### src/rtl/timer_scheduler_pkg.sv
// Shared types and helpers for the round-robin timer scheduler.
package timer_scheduler_pkg;

  typedef enum logic [1:0] {
    IDLE,
    RUN,
    DONE
  } state_t;

  // Prescaler width; a single-cycle tick still needs one bit of storage.
  function automatic int presc_width(input int tick_cycles);
    return (tick_cycles > 1) ? $clog2(tick_cycles) : 1;
  endfunction

endpackage

### src/rtl/rr_arbiter.sv
// Combinational round-robin picker: first eligible index after ptr, wrapping.
module rr_arbiter #(
  parameter int num_req = 4,
  parameter int idx_w   = $clog2(num_req)
) (
  input  logic [num_req-1:0] eligible,
  input  logic [idx_w-1:0]   ptr,
  output logic [num_req-1:0] pick,
  output logic [idx_w-1:0]   idx,
  output logic               valid
);

  always_comb begin
    // NOTE: every output gets a default before the loop so no path leaves it unassigned (no latch).
    pick  = '0;
    idx   = '0;
    valid = 1'b0;
    for (int k = 1; k <= num_req; k++) begin
      if (!valid && eligible[idx_w'((int'(ptr) + k) % num_req)]) begin
        valid     = 1'b1;
        idx       = idx_w'((int'(ptr) + k) % num_req);
        pick[idx] = 1'b1;
      end
    end
  end

endmodule

### src/rtl/timer_scheduler.sv
// One shared ms countdown timer, handed out round-robin to num_req requesters.
module timer_scheduler
  import timer_scheduler_pkg::*;
#(
  parameter int num_req     = 4,
  parameter int dur_width   = 10,
  parameter int tick_cycles = 50000
) (
  input  logic                         clk,
  input  logic                         rst,
  input  logic [num_req-1:0]           req,
  input  logic [num_req*dur_width-1:0] dur_ms,
  input  logic [num_req-1:0]           cancel,
  output logic [num_req-1:0]           grant,
  output logic [num_req-1:0]           done,
  output logic                         busy
);

  localparam int idx_w   = $clog2(num_req);
  localparam int presc_w = presc_width(tick_cycles);
  localparam logic [presc_w-1:0] presc_last = presc_w'(tick_cycles - 1);

  state_t                 state, state_nxt;
  logic [idx_w-1:0]       owner, owner_nxt;
  logic [idx_w-1:0]       ptr, ptr_nxt;
  logic [dur_width-1:0]   remaining, remaining_nxt;
  logic [presc_w-1:0]     presc, presc_nxt;
  logic [num_req-1:0]     grant_nxt, done_nxt;
  logic                   busy_nxt;

  logic [num_req-1:0]     arb_pick;
  logic [idx_w-1:0]       arb_idx;
  logic                   arb_valid;
  logic [dur_width-1:0]   dur_arr [num_req];

  for (genvar g = 0; g < num_req; g++) begin : g_dur
    assign dur_arr[g] = dur_ms[g*dur_width +: dur_width];
  end

  rr_arbiter #(
    .num_req (num_req),
    .idx_w   (idx_w)
  ) u_arb (
    .eligible (req & ~cancel),
    .ptr      (ptr),
    .pick     (arb_pick),
    .idx      (arb_idx),
    .valid    (arb_valid)
  );

  always_comb begin
    state_nxt     = state;
    owner_nxt     = owner;
    ptr_nxt       = ptr;
    remaining_nxt = remaining;
    presc_nxt     = presc;
    case (state)
      IDLE: begin
        if (arb_valid) begin
          owner_nxt     = arb_idx;
          remaining_nxt = dur_arr[arb_idx];
          presc_nxt     = '0;
          state_nxt     = RUN;
        end
      end
      RUN: begin
        // Abandon by the owner frees the timer without a done pulse.
        if (cancel[owner] || !req[owner]) begin
          state_nxt = IDLE;
          ptr_nxt   = owner;
        end else if (remaining == '0) begin
          state_nxt = DONE;
        end else if (presc == presc_last) begin
          presc_nxt     = '0;
          remaining_nxt = remaining - 1'b1;
        end else begin
          presc_nxt = presc + 1'b1;
        end
      end
      DONE: begin
        state_nxt = IDLE;
        ptr_nxt   = owner;
      end
      default: state_nxt = IDLE;
    endcase

    // Outputs are registered, so they are derived from the next state.
    grant_nxt = '0;
    if (state_nxt == RUN) grant_nxt = (state == IDLE) ? arb_pick : grant;
    done_nxt = (state == RUN && state_nxt == DONE) ? grant : '0;
    busy_nxt = (state_nxt != IDLE);
  end

  // NOTE: sequential state uses non-blocking assignments so every register samples pre-edge values.
  always_ff @(posedge clk) begin
    if (rst) begin
      state     <= IDLE;
      owner     <= '0;
      ptr       <= idx_w'(num_req - 1);
      remaining <= '0;
      presc     <= '0;
      grant     <= '0;
      done      <= '0;
      busy      <= 1'b0;
    end else begin
      state     <= state_nxt;
      owner     <= owner_nxt;
      ptr       <= ptr_nxt;
      remaining <= remaining_nxt;
      presc     <= presc_nxt;
      grant     <= grant_nxt;
      done      <= done_nxt;
      busy      <= busy_nxt;
    end
  end

endmodule

### config.mk
export PLATFORM = sky130hd
export DESIGN_NAME = timer_scheduler
export DESIGN_NICKNAME = d
export VERILOG_FILES = /design/src/rtl/timer_scheduler_pkg.sv /design/src/rtl/rr_arbiter.sv /design/src/rtl/timer_scheduler.sv
export SDC_FILE = /design/constraint.sdc
export NUM_CORES = 1
export LEC_CHECK = 0
export ABC_AREA = 1
export CORE_MARGIN = 3
export CORE_UTILIZATION = 40
export DETAILED_ROUTE_END_ITERATION = 7
export PLACE_DENSITY = 0.78
export SKIP_CTS_REPAIR_TIMING = 1
export SLEW_MARGIN = 25
export SYNTH_ARGS = -nofsm -noshare
export SYNTH_HDL_FRONTEND = slang
export SYNTH_SLANG_ARGS = --single-unit
### constraint.sdc
create_clock -name clk -period 2.1 [get_ports clk]
set_input_delay 0.63 -clock clk [delete_from_list [all_inputs] [get_ports clk]]
set_output_delay 0.63 -clock clk [all_outputs]
set_load 0.02 [all_outputs]
# --- Word level (Yosys, flattened, before mapping) ---
# Cells that the tools add are included.
word_totals:
  regBits: 41
  in_bits: 50
  out_inout_bits: 9
  elab_cells: 125
classes:
  n_addsub: 6
  n_lt_le_gt_ge: 14
  n_eq_ne: 10
  n_mux: 55
  bitwise_logic: 8
  n_reduce_logical: 24
ops:
  columns: ["operator", "n"]
  rows:
  - ["two-way mux 16 bit", 4]
  - ["two-way mux 10 bit", 6]
  - ["one-hot mux 16 bit (2 select lines)", 1]
  - ["binary-select mux 10 bit (select 2 bit)", 1]
  - ["one-hot mux 10 bit (2 select lines)", 1]
  - ["two-way mux 1 bit", 18]
  - ["adder 16 x 1 -> 16 bit, second input constant", 1]
  - ["== test 16 bit, second input constant", 1]
  - ["< comparator 2 x 4 -> 1 bit, second input constant", 4]
  - ["two-way mux 2 bit", 8]
  - ["two-way mux 4 bit", 4]
  - ["< comparator 2 x 3 -> 1 bit, second input constant", 5]
  - ["binary-select mux 1 bit (select 2 bit)", 6]
  - ["OR 4 bit", 3]
  - ["zero test 10 bit", 1]
  - ["inequality test 2 bit, second input constant", 5]
  - ["subtractor 10 x 1 -> 10 bit, second input constant", 1]
  - ["demux 1 bit (select 2 bit)", 4]
  - [">= comparator 2 x 1 -> 1 bit, second input constant", 4]
  - ["logical AND 1 bit", 8]
  - ["one-hot mux 2 bit (2 select lines)", 2]
  - ["nonzero test 2 bit", 3]
  - ["AND reduction 5 bit", 1]
  - ["adder 2 x 1 -> 2 bit, second input constant", 2]
  - ["14 further kinds", 23]

# --- Depth between registers and ports, before layout ---
logic_depth:
  ltp_word: 21
  ltp_mapped: 16
  depth_no_buf: 16

# --- Hierarchy ---
# Synthesis repeated with hierarchy kept, for this count alone.
unflattened:
  hier_cells: 542
  area_unflattened_um2: 3309.4
modules_own_cells:
  columns: ["module", "n_inst", "cells_per_inst", "area_each_um2", "seq_area_each_um2"]
  rows:
  - ["timer_scheduler", 1, 461, 2773.9, 820.8]
  - ["rr_arbiter", 1, 81, 535.5, 0.0]

# --- Worst setup path before layout ---
# Ideal clock, no wire load.
synth_path:
  kind: "reg2reg"
  from: "reg ptr[0]"
  to: "reg remaining[0]"
  setup_time_ps: 119
  t_arrival_ps: 1970
  required_ps: 1981
  path_slack_ps: 10
  path_stages_with_launch: 16
  path_buffers: 1
  period_less_slack_ps: 2090
  path_cell_list: "dfxtp_1 -> inv_2 -> ha_1 -> inv_1 -> nand3_2 -> nand2_4 -> nand3_2 -> inv_1 -> nand2_1 -> inv_2 -> nand2_1 -> nand2_2 -> buf_4 -> nand3_1 -> nand3_1 -> a21oi_1"
synth_between:
  elab_chain_cells: 20
  elab_cells_between_ends: 38
  classes_between: "add/sub (4); eq/ne (1); mux (25); bitwise (1); reduce/logical (7)"
synth_rtl:
  columns: ["element", "line_no", "source"]
  rows:
  - ["start: declaration", "timer_scheduler.sv:25", "logic [idx_w-1:0] ptr, ptr_nxt;"]
  - ["start signal: assignment", "timer_scheduler.sv:99", "ptr <= idx_w'(num_req - 1);"]
  - ["start signal: assignment", "timer_scheduler.sv:108", "ptr <= ptr_nxt;"]
  - ["adder 2 x 1 -> 2 bit", "rr_arbiter.sv:19, rr_arbiter.sv:21", null]
  - ["binary-select mux 1 bit (select 2 bit)", "rr_arbiter.sv:19", "if (!valid && eligible[idx_w'((int'(ptr) + k) % num_req)]) begin"]
  - ["two-way mux 1 bit (not written as such) (2 in a row)", "rr_arbiter.sv:19", null]
  - ["two-way mux 1 bit", "rr_arbiter.sv:19", null]
  - ["zero test 1 bit", "rr_arbiter.sv:19", null]
  - ["logical AND 1 bit", "rr_arbiter.sv:19", null]
  - ["two-way mux 1 bit", "rr_arbiter.sv:19", null]
  - ["zero test 1 bit", "rr_arbiter.sv:19", null]
  - ["[... 2 more ...]", null, null]
  - ["zero test 1 bit", "rr_arbiter.sv:19", null]
  - ["logical AND 1 bit", "rr_arbiter.sv:19", null]
  - ["two-way mux 2 bit", "rr_arbiter.sv:19", null]
  - ["NOT 2 -> 3 bit (not written as such)", "timer_scheduler.sv:61", "remaining_nxt = dur_arr[arb_idx];"]
  - ["binary-select mux 10 bit (select 2 bit)", "timer_scheduler.sv:61", null]
  - ["two-way mux 10 bit (not written as such) (2 in a row)", "timer_scheduler.sv:61", null]
  - ["two-way mux 10 bit", "timer_scheduler.sv:59", "if (arb_valid) begin"]
  - ["one-hot mux 10 bit (2 select lines)", "timer_scheduler.sv:57", "case (state)"]
  - ["end signal: assignment", "timer_scheduler.sv:109", "remaining <= remaining_nxt;"]
  - ["end: declaration", "timer_scheduler.sv:26", "logic [dur_width-1:0] remaining, remaining_nxt;"]
# Several ways; a longest one is shown, not always the timed one. The select of a mux whose other input is x is not followed.
# A chain may end at the register's enable or synchronous reset.

# --- Final worst setup path ---
# Ends and elaborated chain as after synthesis.

==> metrics <==
Design Power=0.00674 W; DR DRC count=0; critical path data required time=2.33 ns; normalized max-slew margin=70.5%; post-synthesis area per instance=6.57 um2; time the worst path needs with I/O delays and setup=1.99 ns; period utilisation layout=94.8%; family of cells with the greatest summed delay on the critical path=simple AND/OR/NAND/NOR gates; pin count of the biggest net entering global routing=21; number of top-level design ports=59; Distinct cells, synth=39; cell at the root of the clock tree=sky130_fd_sc_hd__clkbuf_8; Crit Path Max Fanout=9; number of global-route vias before repair=2878; core outline area=6460 um2; final non-filler cell total=577; antenna violations before repair=0; std cell rows=29; total via count in the routed design=3037; horizontal die dimension=88.3 um; leakage power=1.74 nW; commonest non-fill, non-tap cell in the layout=sky130_fd_sc_hd__nand3_1; clock latency reported for the late side of the worst-skew pair=0.29 ns; Synthesis Warnings=0; hold violation total from the final report=0; Gate Count Post-Synth=412; routed wirelength normalized by instance count=12.9 um; Cell Count Post-Placement=562; number of diodes added for antenna fixing=0; Hold Startpoint=grant[3]; first-pass GRT wire length=11800 um; level count of the clock H-tree=2; global route total overflow=0; largest voltage drop on the vdd net=1.02 mV; CP max stage delay=0.36 ns; First-pass DRT Iterations=5; antenna-violating nets left=0; area growth from synthesis to layout=48.8%; result of the run=finished clean; Clock Tree Buf Depth=2; critical path startpoint=ptr[0]; Port-buffer cells=58; overall die area=7790 um2; cell-by-cell listing of the critical path=inv_2 > ha_4 > inv_2 > nand3_2 > nand2_4 > nand4_4 > nand2_2 > nand2_2 > nand2_4 > clkbuf_16 > nand2_1 > nand3_1 > nand3_1 > a21oi_1; 1st-iter DRT viols=111; Seq/Total Area, Yosys=30.3%; leading cell types in the layout, fill and taps excluded=sky130_fd_sc_hd__nand3_1, sky130_fd_sc_hd__clkdlybuf4s50_1, sky130_fd_sc_hd__nand2_1, sky130_fd_sc_hd__inv_1, sky130_fd_sc_hd__dfxtp_1; PwrDens=1670 nW/um2; via/cell ratio=5.26; startpoint type of the worst setup path=register; Clock Skew=0.00397 ns; number of max-slew violations in the final report=0; sort of element at the end of the critical path=register; number of setup violations in the final report=0; Worst-path clk slew=0.08 ns; Slowest-stage cell, CP=sky130_fd_sc_hd__dfxtp_1; final estimated routing congestion in global placement=0.878; Detailed Route WL=7430 um; Tot GR Track Use=18.4%; Worst Max-Slew Pin Slew=0.439 ns; worst min path class=register to register; die boundary height=88.3 um; startpoint of the worst register-to-register path=ptr[0]; crit path DAT=2.23 ns; net count after synthesis=468; TritonCTS clock tree=done; post-synth design cell area=2710 um2; share of final-layout standard cells stronger than drive strength 1=21.8%; register bit count reported by yosys=41; clock tree sinks=41; effective utilization at floorplan=41.9%; placed wire-length estimate=5300 um; number of clock buffers inserted by TritonCTS=5; kind of critical path=register to register; nets=555; Critical path buffers and inverters=3; # Max-Cap Violations=0; Highest Clock Rate=502 MHz
## Yosys cell counts
library cell	instances	share of area, %
sky130_fd_sc_hd__nand4_1	6	1.4
sky130_fd_sc_hd__xnor2_1	1	0.32
sky130_fd_sc_hd__nand2_1	54	7.5
sky130_fd_sc_hd__o21ai_0	26	4.8
sky130_fd_sc_hd__nor2_4	1	0.42
sky130_fd_sc_hd__nor3_1	11	2.0
sky130_fd_sc_hd__nor3_2	3	1.1
sky130_fd_sc_hd__nand2_2	8	1.8
sky130_fd_sc_hd__buf_2	7	1.3
sky130_fd_sc_hd__buf_4	3	0.83
sky130_fd_sc_hd__nand2_4	2	0.83
sky130_fd_sc_hd__a22oi_1	1	0.28
sky130_fd_sc_hd__xor2_1	4	1.3
sky130_fd_sc_hd__o211ai_1	1	0.28
sky130_fd_sc_hd__nor2_2	1	0.23
sky130_fd_sc_hd__a21oi_1	35	6.5
sky130_fd_sc_hd__nor3b_1	1	0.28
sky130_fd_sc_hd__o22ai_1	1	0.23
sky130_fd_sc_hd__nand3b_1	1	0.28
sky130_fd_sc_hd__ha_1	6	2.8
sky130_fd_sc_hd__nand4_2	1	0.46
sky130_fd_sc_hd__a41oi_1	2	0.65
sky130_fd_sc_hd__nand3_1	77	14
sky130_fd_sc_hd__buf_6	1	0.42
sky130_fd_sc_hd__or2_2	1	0.23
sky130_fd_sc_hd__nor2_1	39	5.4
sky130_fd_sc_hd__nand3_2	5	1.8
sky130_fd_sc_hd__a221oi_1	3	0.97
sky130_fd_sc_hd__clkinv_1	1	0.14
sky130_fd_sc_hd__dfxtp_1	41	30
sky130_fd_sc_hd__nor4_1	3	0.69
sky130_fd_sc_hd__o31ai_1	1	0.28
sky130_fd_sc_hd__inv_1	50	6.9
sky130_fd_sc_hd__nor3b_2	1	0.46
sky130_fd_sc_hd__inv_2	5	0.69
sky130_fd_sc_hd__a211oi_1	3	0.83
sky130_fd_sc_hd__a31oi_1	2	0.46
sky130_fd_sc_hd__and3_1	1	0.23
sky130_fd_sc_hd__clkbuf_1	2	0.28
## through the flow
stage          setup slack (ns)  setup TNS [ns]  utilization [%]  instance area [um2]  hold slack, ns
3_5_place_dp             -0.457          -12.28             55.1                 3560           0.436
5_1_grt                 -0.0717          -0.500             62.4                 4030           0.474
6_report                  0.108               0             62.4                 4030           0.447
3_3_place_gp             -0.378           -9.86             55.1                 3560           0.431
2_1_floorplan            0.0104               0                -                 2710           0.469
4_1_cts                  -0.145           -1.75             56.9                 3680           0.450
## worst min-delay path, cell delays in order, from the launching register on
cell,delay (ns)
sky130_fd_sc_hd__dfxtp_1,0.33
sky130_fd_sc_hd__inv_1,0.05
sky130_fd_sc_hd__nor2_1,0.03
## report_power, final
part / switching [W] / internal, W
Sequential: 0.000160 / 0.000962
Combinational: 0.00275 / 0.00220
Clock: 0.000274 / 0.000386
Total: 0.00319 / 0.00355
## cell families (layout without fill, tap and decap cells)
group	after synthesis	after routing	synth area share, %
fa+ha+maj	6	6	2.77
xor+xnor	5	5	1.62
flops	41	41	30.3
simple gates	216	216	39.5
compound gates	75	75	15.3
buf+inv	69	157	10.6
## per-layer routing
metal	vias up	GRT usage, %	part of all wire (%)
met5	-	0	0
met3	7	4.75	5.3
met4	0	4.53	0.71
li1	1578	-	-
met1	1363	23.2	44
met2	89	31.3	50
## path summary, 6_finish.rpt
kind	end	slack (ns)	cells past startpoint
max reg2reg	remaining[0]	0.11	14
min	done[3]	0.45	2
max	remaining[0]	0.11	14
min reg2reg	done[3]	0.45	2
## flip-flops by register name, indices dropped and copies added, names as in the netlist
| name | flops |
|---|---|
| state | 2 |
| busy | 1 |
| done | 4 |
| remaining | 10 |
| ptr | 2 |
| grant | 4 |
| owner | 2 |
| presc | 16 |
## final cells by class
class                           instances  area (um2)
Tap cell                               77        96.3
Multi-Input combinational cell        302        1830
Fill cell                             548        2430
Sequential cell                        41         821
Timing Repair inverter                  1        7.51
Timing Repair Buffer                   92         936
Clock buffer                            6        82.6
Clock inverter                          2        37.5
Inverter                               56         219
Power figures use the tool's default switching activity.
